`src/rtl/tbird_sequencer_pkg.sv`:
```
// Shared state encoding and lamp patterns for the Thunderbird tail-light sequencer.
// Latency: n/a (constants only); backpressure: none.
package tbird_pkg;

    typedef enum logic [3:0] {
        S_IDLE  = 4'd0,
        S_L1    = 4'd1,
        S_L2    = 4'd2,
        S_L3    = 4'd3,
        S_R1    = 4'd4,
        S_R2    = 4'd5,
        S_R3    = 4'd6,
        S_H_ON  = 4'd7,
        S_H_OFF = 4'd8
    } state_t;

    // Bit order: [5]=LC [4]=LB [3]=LA [2]=RA [1]=RB [0]=RC
    localparam logic [5:0] PAT_IDLE = 6'b000000;
    localparam logic [5:0] PAT_L1   = 6'b001000;
    localparam logic [5:0] PAT_L2   = 6'b011000;
    localparam logic [5:0] PAT_L3   = 6'b111000;
    localparam logic [5:0] PAT_R1   = 6'b000100;
    localparam logic [5:0] PAT_R2   = 6'b000110;
    localparam logic [5:0] PAT_R3   = 6'b000111;
    localparam logic [5:0] PAT_ALL  = 6'b111111;

    function automatic logic [5:0] state_pattern(input state_t s);
        case (s)
            S_L1:    return PAT_L1;
            S_L2:    return PAT_L2;
            S_L3:    return PAT_L3;
            S_R1:    return PAT_R1;
            S_R2:    return PAT_R2;
            S_R3:    return PAT_R3;
            S_H_ON:  return PAT_ALL;
            default: return PAT_IDLE;
        endcase
    endfunction

endpackage

```
`src/rtl/tbird_sequencer_if.sv`:
```
// Request switches in, lamp pattern / dim clock / busy out.
// Latency: n/a (wiring only); backpressure: none.
interface tbird_sequencer_if;
    logic       left;
    logic       right;
    logic       hazard;
    logic [5:0] lights;
    logic       dim_clk;
    logic       busy;

    modport master (output left, right, hazard, input lights, dim_clk, busy);
    modport slave  (input left, right, hazard, output lights, dim_clk, busy);
endinterface

```
`src/rtl/tbird_sequencer_clk_divider.sv`:
```
// Free-running divide-by-DIV counter; out is the wrap pulse, or a wrap-toggled square wave when TOGGLE=1.
// Latency: first wrap at cycle DIV-1 after reset; backpressure: none.
module clk_divider #(
    parameter int DIV    = 2,
    parameter bit TOGGLE = 1'b0
) (
    input  logic clock,
    input  logic resetn,
    output logic out
);
    localparam int CW = (DIV > 1) ? $clog2(DIV) : 1;

    logic [CW-1:0] cnt;
    logic          wrap;
    logic          tgl;

    assign wrap = (cnt == CW'(DIV - 1));

    always_ff @(posedge clock or negedge resetn) begin
        if (!resetn) begin
            cnt <= '0;
            tgl <= 1'b0;
        end else if (wrap) begin
            cnt <= '0;
            tgl <= ~tgl;
        end else begin
            cnt <= cnt + 1'b1;
        end
    end

    assign out = TOGGLE ? tgl : wrap;

endmodule

```
`src/rtl/tbird_sequencer.sv`:
```
// Thunderbird tail-light sequencer: turn/hazard FSM stepping once per TICK_DIV cycles, plus dim clock.
// Latency: request visible after 2-flop sync, acted on at next tick; backpressure: none.
module tbird_sequencer
    import tbird_pkg::*;
#(
    parameter int TICK_DIV = 25000000,
    parameter int DIM_DIV  = 4
) (
    input  logic                clock,
    input  logic                resetn,
    tbird_sequencer_if.slave    bus
);
    logic [2:0] sync1, sync2;
    logic       left_s, right_s, hazard_s, haz;
    logic       tick;
    state_t     state_q, state_d;

    // Switches are asynchronous; the slow tick hides any bounce after sync.
    always_ff @(posedge clock or negedge resetn) begin
        if (!resetn) begin
            sync1 <= '0;
            sync2 <= '0;
        end else begin
            sync1 <= {bus.left, bus.right, bus.hazard};
            sync2 <= sync1;
        end
    end

    assign {left_s, right_s, hazard_s} = sync2;
    assign haz = hazard_s | (left_s & right_s);

    clk_divider #(.DIV(TICK_DIV), .TOGGLE(1'b0)) u_tick (
        .clock  (clock),
        .resetn (resetn),
        .out    (tick)
    );

    clk_divider #(.DIV(DIM_DIV), .TOGGLE(1'b1)) u_dim (
        .clock  (clock),
        .resetn (resetn),
        .out    (bus.dim_clk)
    );

    always_ff @(posedge clock or negedge resetn) begin
        if (!resetn) state_q <= S_IDLE;
        else         state_q <= state_d;
    end

    always_comb begin
        state_d = state_q;
        if (tick) begin
            case (state_q)
                S_IDLE: begin
                    if (haz)          state_d = S_H_ON;
                    else if (left_s)  state_d = S_L1;
                    else if (right_s) state_d = S_R1;
                    else              state_d = S_IDLE;
                end
                S_L1:    state_d = haz ? S_H_ON : S_L2;
                S_L2:    state_d = haz ? S_H_ON : S_L3;
                S_L3:    state_d = haz ? S_H_ON : S_IDLE;
                S_R1:    state_d = haz ? S_H_ON : S_R2;
                S_R2:    state_d = haz ? S_H_ON : S_R3;
                S_R3:    state_d = haz ? S_H_ON : S_IDLE;
                S_H_ON:  state_d = S_H_OFF;
                S_H_OFF: state_d = haz ? S_H_ON : S_IDLE;
                default: state_d = S_IDLE;
            endcase
        end
    end

    assign bus.lights = state_pattern(state_q);
    assign bus.busy   = (state_q != S_IDLE);

endmodule

```
`src/flat_wrapper.sv`:
```
// flat-port wrapper written by rule: the top's interface ports become plain ports
module tbird_sequencer_flat import tbird_pkg::*;
#(
    parameter int TICK_DIV = 25000000,
    parameter int DIM_DIV  = 4
)
  (clock, resetn, bus_left, bus_right, bus_hazard, bus_lights, bus_dim_clk, bus_busy);
  tbird_sequencer_if bus_i ();
  input  logic clock;
  input  logic resetn;
  input wire logic [$bits(bus_i.left)-1:0] bus_left;
  input wire logic [$bits(bus_i.right)-1:0] bus_right;
  input wire logic [$bits(bus_i.hazard)-1:0] bus_hazard;
  output wire logic [$bits(bus_i.lights)-1:0] bus_lights;
  output wire logic [$bits(bus_i.dim_clk)-1:0] bus_dim_clk;
  output wire logic [$bits(bus_i.busy)-1:0] bus_busy;
  assign bus_i.left = bus_left;
  assign bus_i.right = bus_right;
  assign bus_i.hazard = bus_hazard;
  assign bus_lights = bus_i.lights;
  assign bus_dim_clk = bus_i.dim_clk;
  assign bus_busy = bus_i.busy;
  tbird_sequencer #(.TICK_DIV(TICK_DIV), .DIM_DIV(DIM_DIV)) u_core (.clock(clock), .resetn(resetn), .bus(bus_i));
endmodule
```
`config.mk`:
```
export PLATFORM = sky130hd
export DESIGN_NAME = tbird_sequencer_flat
export DESIGN_NICKNAME = d
export VERILOG_FILES = /design/src/rtl/tbird_sequencer_pkg.sv /design/src/rtl/tbird_sequencer_if.sv /design/src/rtl/tbird_sequencer_clk_divider.sv /design/src/rtl/tbird_sequencer.sv /design/src/flat_wrapper.sv
export SDC_FILE = /design/constraint.sdc
export NUM_CORES = 1
export LEC_CHECK = 0
export CAP_MARGIN = 15
export CORE_MARGIN = 4
export CORE_UTILIZATION = 57
export DETAILED_ROUTE_END_ITERATION = 8
export PLACE_DENSITY = 0.87
export SETUP_SLACK_MARGIN = 0.15
export SLEW_MARGIN = 5
export SYNTH_ARGS = -nofsm -noshare
export SYNTH_HDL_FRONTEND = slang
export SYNTH_SLANG_ARGS = --single-unit
```
`constraint.sdc`:
```
create_clock -name clock -period 2.02 [get_ports clock]
set_clock_uncertainty 0.15 [all_clocks]
set_input_delay 0.303 -clock clock [delete_from_list [all_inputs] [get_ports clock]]
set_output_delay 0.303 -clock clock [all_outputs]
set_load 0.01 [all_outputs]
```
==> metrics.yaml, run 1 <==
grt_max_degree: 39
drt_iter0_markers: 122
yosys.area.top_type: "dfrtp_1"
synth_fp_nets: 179
r2r_slack_ps: 180
die_width_um: 64.2
synth_warnings: 0
power_density_nw_per_um2: 572
ys_ff_latch: 38
final_common_cell: "dfrtp_1"
start_util_pct: 59.5
clock-root-buffer: "clkbuf_4"
min_period_ps: 1980
ir_drop_v: 0.000572
min_period_over_period_pct: 98.0
wl_per_cell_um: 16.9
post-route-drc-count: 0
register_area_um2: 955
grt_util_all_layers_pct: 21.6
drv_slew: 0
fill_cells: 174
cts-hold-fix-buffers: 0
worst_ep_required_time_ps: 1570
cp-end-kind: "primary output"
die_area_um2: 4130
hpwl_um: 2390
area_growth_pct: 28.0
wirelength_um: 4350
cp.arrival_ps: 1530
vias_per_cell: 5.88
clk_path_buf_depth: 2
die_h_um: 64.2
rsz0062_at_grt: "true"
worst_path_largest_cell_delay_ps: 480
status: "finished, final reports clean"
rows: 20
layout_common_cells: "dfrtp_1, nor2_1, buf_4"
r2r_end: "u_core.state_q[0]"
grt_pass1_wl_um: 6720
maxSlewHeadroom_pct: 68.9
hp-class: "in2async"
syn_area_um2: 1800
path_class: "reg2out"
vias: 1517
clock-sinks: 38
clock_insertion_delay_worst_skew_ps: 360
synthTopCellsByArea: "dfrtp_1, xor2_1, nor2_1, xnor2_1, nand3_1"
yosys.area.top_type_share_pct: 52.7
worstRegToRegCells: 4
cpMaxStageDelayCell: "or4_1"
fin_area_um2: 2310
power.leakage_nw: 1.12
numCtsBuffers: 5
cts_tree: "yes"
path_clk_slew_ps: 110
grt_overflow_total: 0
detailroute.wirelength.met3_um: 306
max_cap_violations: 0
m1WireLength_um: 1710
fp.coreArea_um2: 3030
final_cells: 258
drive_above_1_share_pct: 29.0
routed.top_layer: "met4"
dpl.cell_count: 231
nets: 220
r2r_start: "u_core.u_tick.cnt[7]"
setup_ws_ps: 40.8
avgSynthCellArea_um2: 10.5
hold_violations: 0
cts_htree_levels: 2
pre_cts_slack_ps: 83.0
io_buffers: 12
grt_antenna_before_repair: 0
finalSetupViolCount: 0
fmax_mhz: 505
grt_pass1_vias: 1420
drt_first_pass_iters: 5
path_cells: "buf_6 > or4_1 > buf_2"
multi_input_area_um2: 851
ios: 13
worst_setup_path_start_kind: "flip-flop"
p_total_mw: 1.32
worstMarginPinSlew_ps: 467
antenna_left: 0
diodes: 0
synth.distinct_cells: 40
synth_cells: 172
ys_seq_area_share_pct: 52.7
cp_max_fo: 3
gp_congestion: 0.847
routed-wl-met2_um: 2250
place_area_um2: 2010
cell usage after synthesis, drive strengths merged:
cell and count:
a22o 1, buf 3, nand3 14, o21a 3
xor2 13, or3 1, nand2b 1, nor4b 1
a21oi 2, nand4 8, inv 5, o211a 1
clkbuf 4, nand3b 2, a21o 1, and4b 1
dfrtp 38, or4 1, xnor2 9, mux2 2
nand2 8, nor3 2, and4 2, o21ai 6
o211ai 1, and3 4, a21boi 1, nor4 2
ha 2, nor2b 1, and2 1, o31ai 1
o22ai 1, nor2 29
report_power, final:
part	leakage [nW]	internal, mW	switching, mW
clock network	0.0374	0.259	0.260
logic	0.591	0.0110	0.0205
registers	0.494	0.766	0.00283
stage by stage:
stage / hold slack [ps] / utilization [%] / TNS [ps]
2_1_floorplan: -143 / - / 0
5_1_grt: 196 / 76.2 / -14.4
3_5_place_dp: 186 / 66.4 / 0
3_3_place_gp: 182 / 66.4 / 0
6_report: 208 / 76.2 / 0
4_1_cts: 203 / 71.9 / 0
layout make-up:
| cell class | instances | area share, % |
|---|---|---|
| Tap cell | 44 | 2.39 |
| Sequential cell | 38 | 41.4 |
| Clock buffer | 5 | 1.63 |
| Timing Repair Buffer | 41 | 14.9 |
| Multi-Input combinational cell | 122 | 36.9 |
| Clock inverter | 3 | 1.95 |
| Inverter | 5 | 0.922 |
sequential cells by signal, summed over array words and instances, names as in the netlist:
signal	cells
u_core.u_dim.out	1
u_core.state_q	4
u_core.sync2	3
u_core.u_dim.cnt	2
u_core.sync1	3
u_core.u_tick.cnt	25
critical path, delay by kind of cell (launching register included):
family / cells / cell delay (ps)
AND/OR/NAND/NOR: 1 / 480
flip-flops: 1 / 410
buffers and inverters: 2 / 280
worst max path at each step:
stage                                    start                    end  slack, ps  cells past startpoint
final                        u_core.state_q[1]               bus_busy         40                      3
after global routing         u_core.state_q[1]               bus_busy        -10                      3
after detailed placement  u_core.u_tick.cnt[9]  u_core.u_tick.cnt[21]         80                      6
after floorplan           u_core.u_tick.cnt[6]      u_core.state_q[0]        300                      5
after CTS                    u_core.state_q[1]               bus_busy         30                      3
after global placement       u_core.state_q[2]          bus_lights[1]        150                      4
metal layers:
metal / vias up / track usage [%]
met5: - / 0
met3: 10 / 6.85
met2: 81 / 36.1
li1: 677 / -
met4: 0 / 6.60
met1: 749 / 26.5
cell families after synthesis:
kind of cell	synth area share (%)
fa+ha+maj	1.39
simple gates	23.7
compound gates	6.80
mux	1.25
flops	52.7
buf+inv	3.40
xor+xnor	10.7
what timing repair did:
item / in CTS / in global routing
endpoints found under the hold margin: 0 / 0
gates resized for setup: 24 / 30
pin swaps: 1 / 11
endpoints found under the setup margin: 10 / 26
buffers inserted: 8 / 11
Note: power is estimated with default switching activity, not from simulation.
==> run 2, diff against run 1 <==
- ABC_AREA: not set -> 1
- CORE_UTILIZATION: 57 -> 58
==> metrics.yaml, run 2 <==
synthTopCellsByArea: "dfrtp_1, nand2_1, nor2_1, inv_1, nand3_1"
cp_max_fo: 3  # unchanged
synthMostInstantiatedCell: "nand2_1"
yosys.area.top_type_share_pct: 45.3  # -7.5 points
syn_area_um2: 2100  # +17%
yosys.area.top_type: "dfrtp_1"
p_total_mw: 1.22  # -7.8%
drt_iter0_markers: 157  # +29%
clock-root-buffer: "clkbuf_4"
die_area_um2: 4650  # +13%
finalSetupViolCount: 0  # unchanged
switching_share_pct: 22.3  # +0.85 points
clock-sinks: 38  # unchanged
gp_congestion: 0.890  # +5.1%
async_flop_share_pct: 100  # unchanged
multi_input_area_um2: 1020  # +20%
largest-register: "u_core.u_tick.cnt"
avgSynthCellArea_um2: 7.03  # -33%
min_period_over_period_pct: 91.1  # -6.9 points
worst_ep_required_time_ps: 1570  # about the same
power.leakage_nw: 1.26  # +12%
synth_warnings: 0  # unchanged
die_width_um: 68.2  # +6.1%
rsz0062_at_grt: "true"
status: "finished, final reports clean"
diodes: 0  # unchanged
worstMarginPinSlew_ps: 706  # +240 ps
cp-end-kind: "primary output"
hold_start: "u_core.sync1[0]"
grt_util_all_layers_pct: 24.0  # +2.4 points
hold_violations: 0  # unchanged
cp.arrival_ps: 1390  # -140 ps
synth.distinct_cells: 18  # -55%
setup_ws_ps: 179  # +138 ps
cts_htree_levels: 2  # unchanged
min_period_ps: 1840  # -138 ps
ys_seq_area_share_pct: 45.3  # -7.5 points
grt_max_degree: 34  # -13%
reg_top3: "u_core.u_tick.cnt: 25 flops, u_core.state_q: 4 flops"
synth_cells: 299  # +74%
drv_slew: 0  # unchanged
register_area_um2: 956  # +0.13%
power_density_nw_per_um2: 489  # -15%
die_h_um: 68.2  # +6.1%
wl_per_cell_um: 12.3  # -27%
hp-class: "reg2reg"
drive_above_1_share_pct: 15.1  # -14 points
numCtsBuffers: 5  # unchanged
cts_tree: "yes"
antenna_left: 0  # unchanged
path_clk_slew_ps: 110  # about the same
rows: 21  # +5.0%
worst_setup_path_start_kind: "flip-flop"
power_frac_comb_pct: 2.7  # +0.3 points
grt_pass1_vias: 1872  # +32%
hpwl_um: 3300  # +38%
p_clk_share_pct: 34.1  # -5.2 points
drt_first_pass_iters: 5  # unchanged
vias: 1999  # +32%
max_cap_violations: 0  # unchanged
fmax_mhz: 543  # +7.5%
ys.flop_type: "dfrtp_1"
layout_common_cells: "nand2_1, nor2_1, dfrtp_1"
final_common_cell: "nand2_1"
io_buffers: 12  # unchanged
tns_ps: 0  # unchanged
maxSlewHeadroom_pct: 52.9  # -16 points
clock_insertion_delay_worst_skew_ps: 350  # about the same
p_seq_share_pct: 63.2  # +4.9 points
grt_overflow_total: 0  # unchanged
path_class: "reg2out"
power.switching_mw: 0.271  # -4.2%
ir_drop_v: 0.000366  # -36%
synth_fp_nets: 306  # +71%
largest_reg_flops: 25  # unchanged
wirelength_um: 4730  # +8.7%
fill_cells: 275  # +58%
ios: 13  # unchanged
fp.coreArea_um2: 3420  # +13%
p_int_mw: 0.946  # -8.8%
ys_ff_latch: 38  # unchanged
area_growth_pct: 18.5
vias_per_cell: 5.21  # -11%
synth_common_cells: "nand2_1, nor2_1, dfrtp_1"
synth_edf_count: 0  # unchanged
clk_path_buf_depth: 2  # unchanged
startpoint: "u_core.state_q[3]"
post-route-drc-count: 0  # unchanged
r2r_start: "u_core.u_tick.cnt[0]"
pre_cts_slack_ps: 75.6  # -7.45 ps
grt_antenna_before_repair: 0  # unchanged
grt_pass1_wl_um: 8250  # +23%
nets: 344  # +56%
start_util_pct: 61.5  # +2.0 points
whs_ps: 213  # +4.99 ps
## run 2: changes by cell type in the layout (fill, tap and decap cells not counted), sizes merged, moves of 5 or more
cell,before,now
nand4,8,2
inv,5,35
buf,32,24
nand2,8,103
o21ai,6,1
nand3,14,19
nor2,29,72
## run 2: repair_timing
action / in CTS / in global routing
pin swaps: 1 / 2
gates resized for setup: 21 / 15
setup endpoints to repair: 7 / 6
endpoints found under the hold margin: 32 / 0
hold buffers: 1 / 0
buffers inserted: 11 / 5
## run 2: through the flow
step	cells	utilization, %	cell area, um^2
2_1_floorplan	299	-	2100
3_3_place_gp	359	67.0	2290
3_5_place_dp	359	67.0	2290
4_1_cts	379	72.3	2470
5_1_grt	384	72.9	2490
6_report	384	72.9	2490
## run 2: power by group through the flow
stage / Sequential [mW] / Combinational [mW] / Clock, mW
6_report: 0.769 / 0.0326 / 0.415
3_3_place_gp: 0.783 / 0.0312 / 0
3_5_place_dp: 0.784 / 0.0320 / 0
2_1_floorplan: 0.783 / 0.00801 / 0
5_1_grt: 0.770 / 0.0372 / 0.458
4_1_cts: 0.769 / 0.0334 / 0.425
## run 2: area by class of cell
type	instances	share of cell area (%)
Sequential cell	38	38.4
Clock inverter	2	0.503
Tap cell	46	2.31
Clock buffer	6	2.06
Timing Repair Buffer	34	10.3
Multi-Input combinational cell	223	41.1
Inverter	35	5.38
## run 2: routing by layer
layer / share of wire, % / global-route usage, % / vias to the layer above / wire length [um]
met4: 3.6 / 12.2 / 0 / 171
met3: 5.6 / 6.90 / 21 / 267
met1: 43 / 29.1 / 926 / 2040
met2: 47 / 38.6 / 72 / 2250
met5: 0 / 0 / - / 0
li1: - / - / 980 / -
## run 2: worst paths after layout
| path | end | slack (ps) | depth (start not counted) |
|---|---|---|---|
| setup / recovery | bus_lights[5] | 180 | 4 |
| hold / removal | u_core.sync2[0] | 210 | 0 |
| setup reg to reg | u_core.u_tick.cnt[16] | 350 | 9 |
| hold reg to reg | u_core.sync2[0] | 210 | 0 |
| max in group asynchronous | u_core.state_q[1] | 770 | 3 |
| min in group asynchronous | u_core.u_tick.cnt[18] | 380 | 2 |
## run 2: cells by family after synthesis
| group | Yosys count | synth area share (%) |
|---|---|---|
| flip-flops | 38 | 45.3 |
| buffers and inverters | 38 | 7.27 |
| AND/OR/NAND/NOR | 202 | 39.1 |
| adder cells (fa/ha/maj) | 2 | 1.19 |
| XOR/XNOR | 15 | 6.25 |
| AO/OA/AOI/OAI | 4 | 0.953 |
## run 2: worst max-delay path: stages, from the launching register on
cell and delay, ps:
dfrtp_2 440, buf_4 140, buf_4 130, nor2_1 80, dlygate4sd2_1 270
==> run 3, diff against run 2 <==
- CORE_UTILIZATION: 58 -> 60
- DONT_BUFFER_PORTS: not set -> 1
- PLACE_DENSITY: 0.87 -> 0.85
==> metrics.yaml, run 3 (synthesis gave the netlist of run 2 again) <==
nets: 318  # -7.6%
worst_setup_path_start_kind: "flip-flop"
min_period_over_period_pct: 88.5  # -2.6 points
clock-sinks: 38  # unchanged
switching_share_pct: 22.1  # -0.21 points
post-route-drc-count: 0  # unchanged
grt_antenna_before_repair: 0  # unchanged
power_density_nw_per_um2: 571  # +17%
clock_insertion_delay_worst_skew_ps: 360  # about the same
grt_pass1_vias: 1612  # -14%
rows: 21  # unchanged
p_int_mw: 1.04  # +9.9%
min_period_ps: 1790  # -52.9 ps
die_width_um: 67.2  # -1.5%
vias_per_cell: 5.09  # -2.1%
cp.arrival_ps: 1330  # -60 ps
cp-end-kind: "primary output"
gp_congestion: 0.922  # +3.6%
rsz0062_at_grt: "false"
whs_ps: 213  # -0.365 ps
largest-register: "u_core.u_tick.cnt"
place_area_um2: 2140  # -6.3%
io_buffers: 0  # -12
tns_ps: 0  # unchanged
area_growth_pct: 11.2
largest_reg_flops: 25  # unchanged
post-route-util_pct: 69.5  # -3.4 points
cts_tree: "yes"
maxSlewHeadroom_pct: 74.6  # +22 points
grt_pass1_wl_um: 7230  # -12%
grt_util_all_layers_pct: 21.8  # -2.2 points
vias: 1824  # -8.8%
wirelength_um: 4270  # -9.7%
die_area_um2: 4510  # -3.0%
power.leakage_nw: 1.13  # -9.9%
fmax_mhz: 559  # +3.0%
wl_per_cell_um: 11.9  # -3.2%
p_seq_share_pct: 57.7  # -5.5 points
drt_iter0_markers: 135  # -14%
worst_ep_required_time_ps: 1570  # about the same
hold_violations: 0  # unchanged
numCtsBuffers: 5  # unchanged
fin_area_um2: 2340  # -6.1%
start_util_pct: 62.5  # +0.96 points
worstMarginPinSlew_ps: 380  # -326 ps
diodes: 0  # unchanged
max_cap_violations: 0  # unchanged
antenna_left: 0  # unchanged
layout_common_cells: "nand2_1, nor2_1, dfrtp_1"
die_h_um: 67.2  # -1.5%
ir_drop_v: 0.000468  # +28%
power_frac_comb_pct: 2.5  # -0.2 points
power.switching_mw: 0.295  # +8.6%
status: "finished, final reports clean"
drt_first_pass_iters: 6  # +1
path_clk_slew_ps: 120  # about the same
drv_slew: 0  # unchanged
fill_cells: 294  # +6.9%
final_common_cell: "nand2_1"
reg_top3: "u_core.u_tick.cnt: 25 flops, u_core.state_q: 4 flops"
hp-class: "reg2reg"
drive_above_1_share_pct: 7.05  # -8.0 points
cts_htree_levels: 2  # unchanged
clk_path_buf_depth: 2  # unchanged
path_class: "reg2out"
fp.coreArea_um2: 3360  # -1.5%
ios: 13  # unchanged
p_clk_share_pct: 39.8  # +5.7 points
finalSetupViolCount: 0  # unchanged
cp_max_fo: 8  # +5
hpwl_um: 3040  # -7.8%
p_total_mw: 1.33  # +9.6%
grt_max_degree: 39  # +15%
clock-root-buffer: "clkbuf_4"
grt_overflow_total: 0  # unchanged
-- run 3: cell types whose count changed in the layout (fill, tap and decap cells not counted), moves of 3 or more --
cell,change
buf_4,-18
dfrtp_1,+3
dfrtp_2,-3
clkbuf_2,-4
dlygate4sd3_1,+3
buf_2,-3
clkdlybuf4s50_1,-4
-- run 3: final timing paths --
path	slack, ps	cells past startpoint	startpoint	end
worst max-delay path	230	3	u_core.state_q[3]	bus_lights[3]
min in group asynchronous	230	2	resetn	u_core.u_tick.cnt[7]
worst min register to register	210	0	u_core.sync1[0]	u_core.sync2[0]
worst min-delay path	210	0	u_core.sync1[0]	u_core.sync2[0]
worst max register to register	310	9	u_core.u_tick.cnt[0]	u_core.u_tick.cnt[16]
max in group asynchronous	1290	2	resetn	u_core.state_q[2]
-- run 3: worst max-delay path: stages (launching register included) --
cell,delay (ps)
dfrtp_1,530
nor2_4,230
nand2_1,100
nand2_1,120
-- run 3: per-stage QoR --
stage | instances | setup slack [ps]
after floorplan | 299 | 431
after global placement | 343 | 289
after detailed placement | 343 | 194
after CTS | 356 | 178
after global routing | 358 | 166
final | 358 | 232
-- run 3: layout make-up --
cell class | instances | area (um^2) | area share, %
well taps | 46 | 57.6 | 2.46
repair buffers | 8 | 95.1 | 4.07
multi-input cells | 223 | 1020 | 43.5
clock inverters | 3 | 45.0 | 1.93
clock buffers | 5 | 37.5 | 1.61
inverters | 35 | 131 | 5.62
flip-flops and latches | 38 | 952 | 40.8
-- run 3: per-layer routing --
metal	wire (um)	part of all wire (%)	track usage [%]	up-vias
li1	-	-	-	928
met1	2020	47	30.0	841
met2	1950	46	33.1	48
met3	242	5.7	6.16	7
met4	60	1.4	7.34	0
met5	0	0	0	-
-- run 3: repair_timing --
| action | CTS | global route |
|---|---|---|
| setup endpoints to repair | 1 | 21 |
| hold buffers | 5 | 0 |
| endpoints found under the hold margin | 41 | 0 |
| resized for setup | 2 | 5 |
| buffers inserted | 0 | 2 |
| pin swaps | 0 | 1 |
-- run 3: power groups by stage --
| stage | sequential [mW] | clock (mW) | combinational (mW) |
|---|---|---|---|
| floorplan | 0.783 | 0 | 0.00801 |
| global placement | 0.784 | 0 | 0.00928 |
| detailed placement | 0.784 | 0 | 0.00950 |
| CTS | 0.769 | 0.539 | 0.0352 |
| global route | 0.770 | 0.578 | 0.0400 |
| finish | 0.769 | 0.530 | 0.0339 |
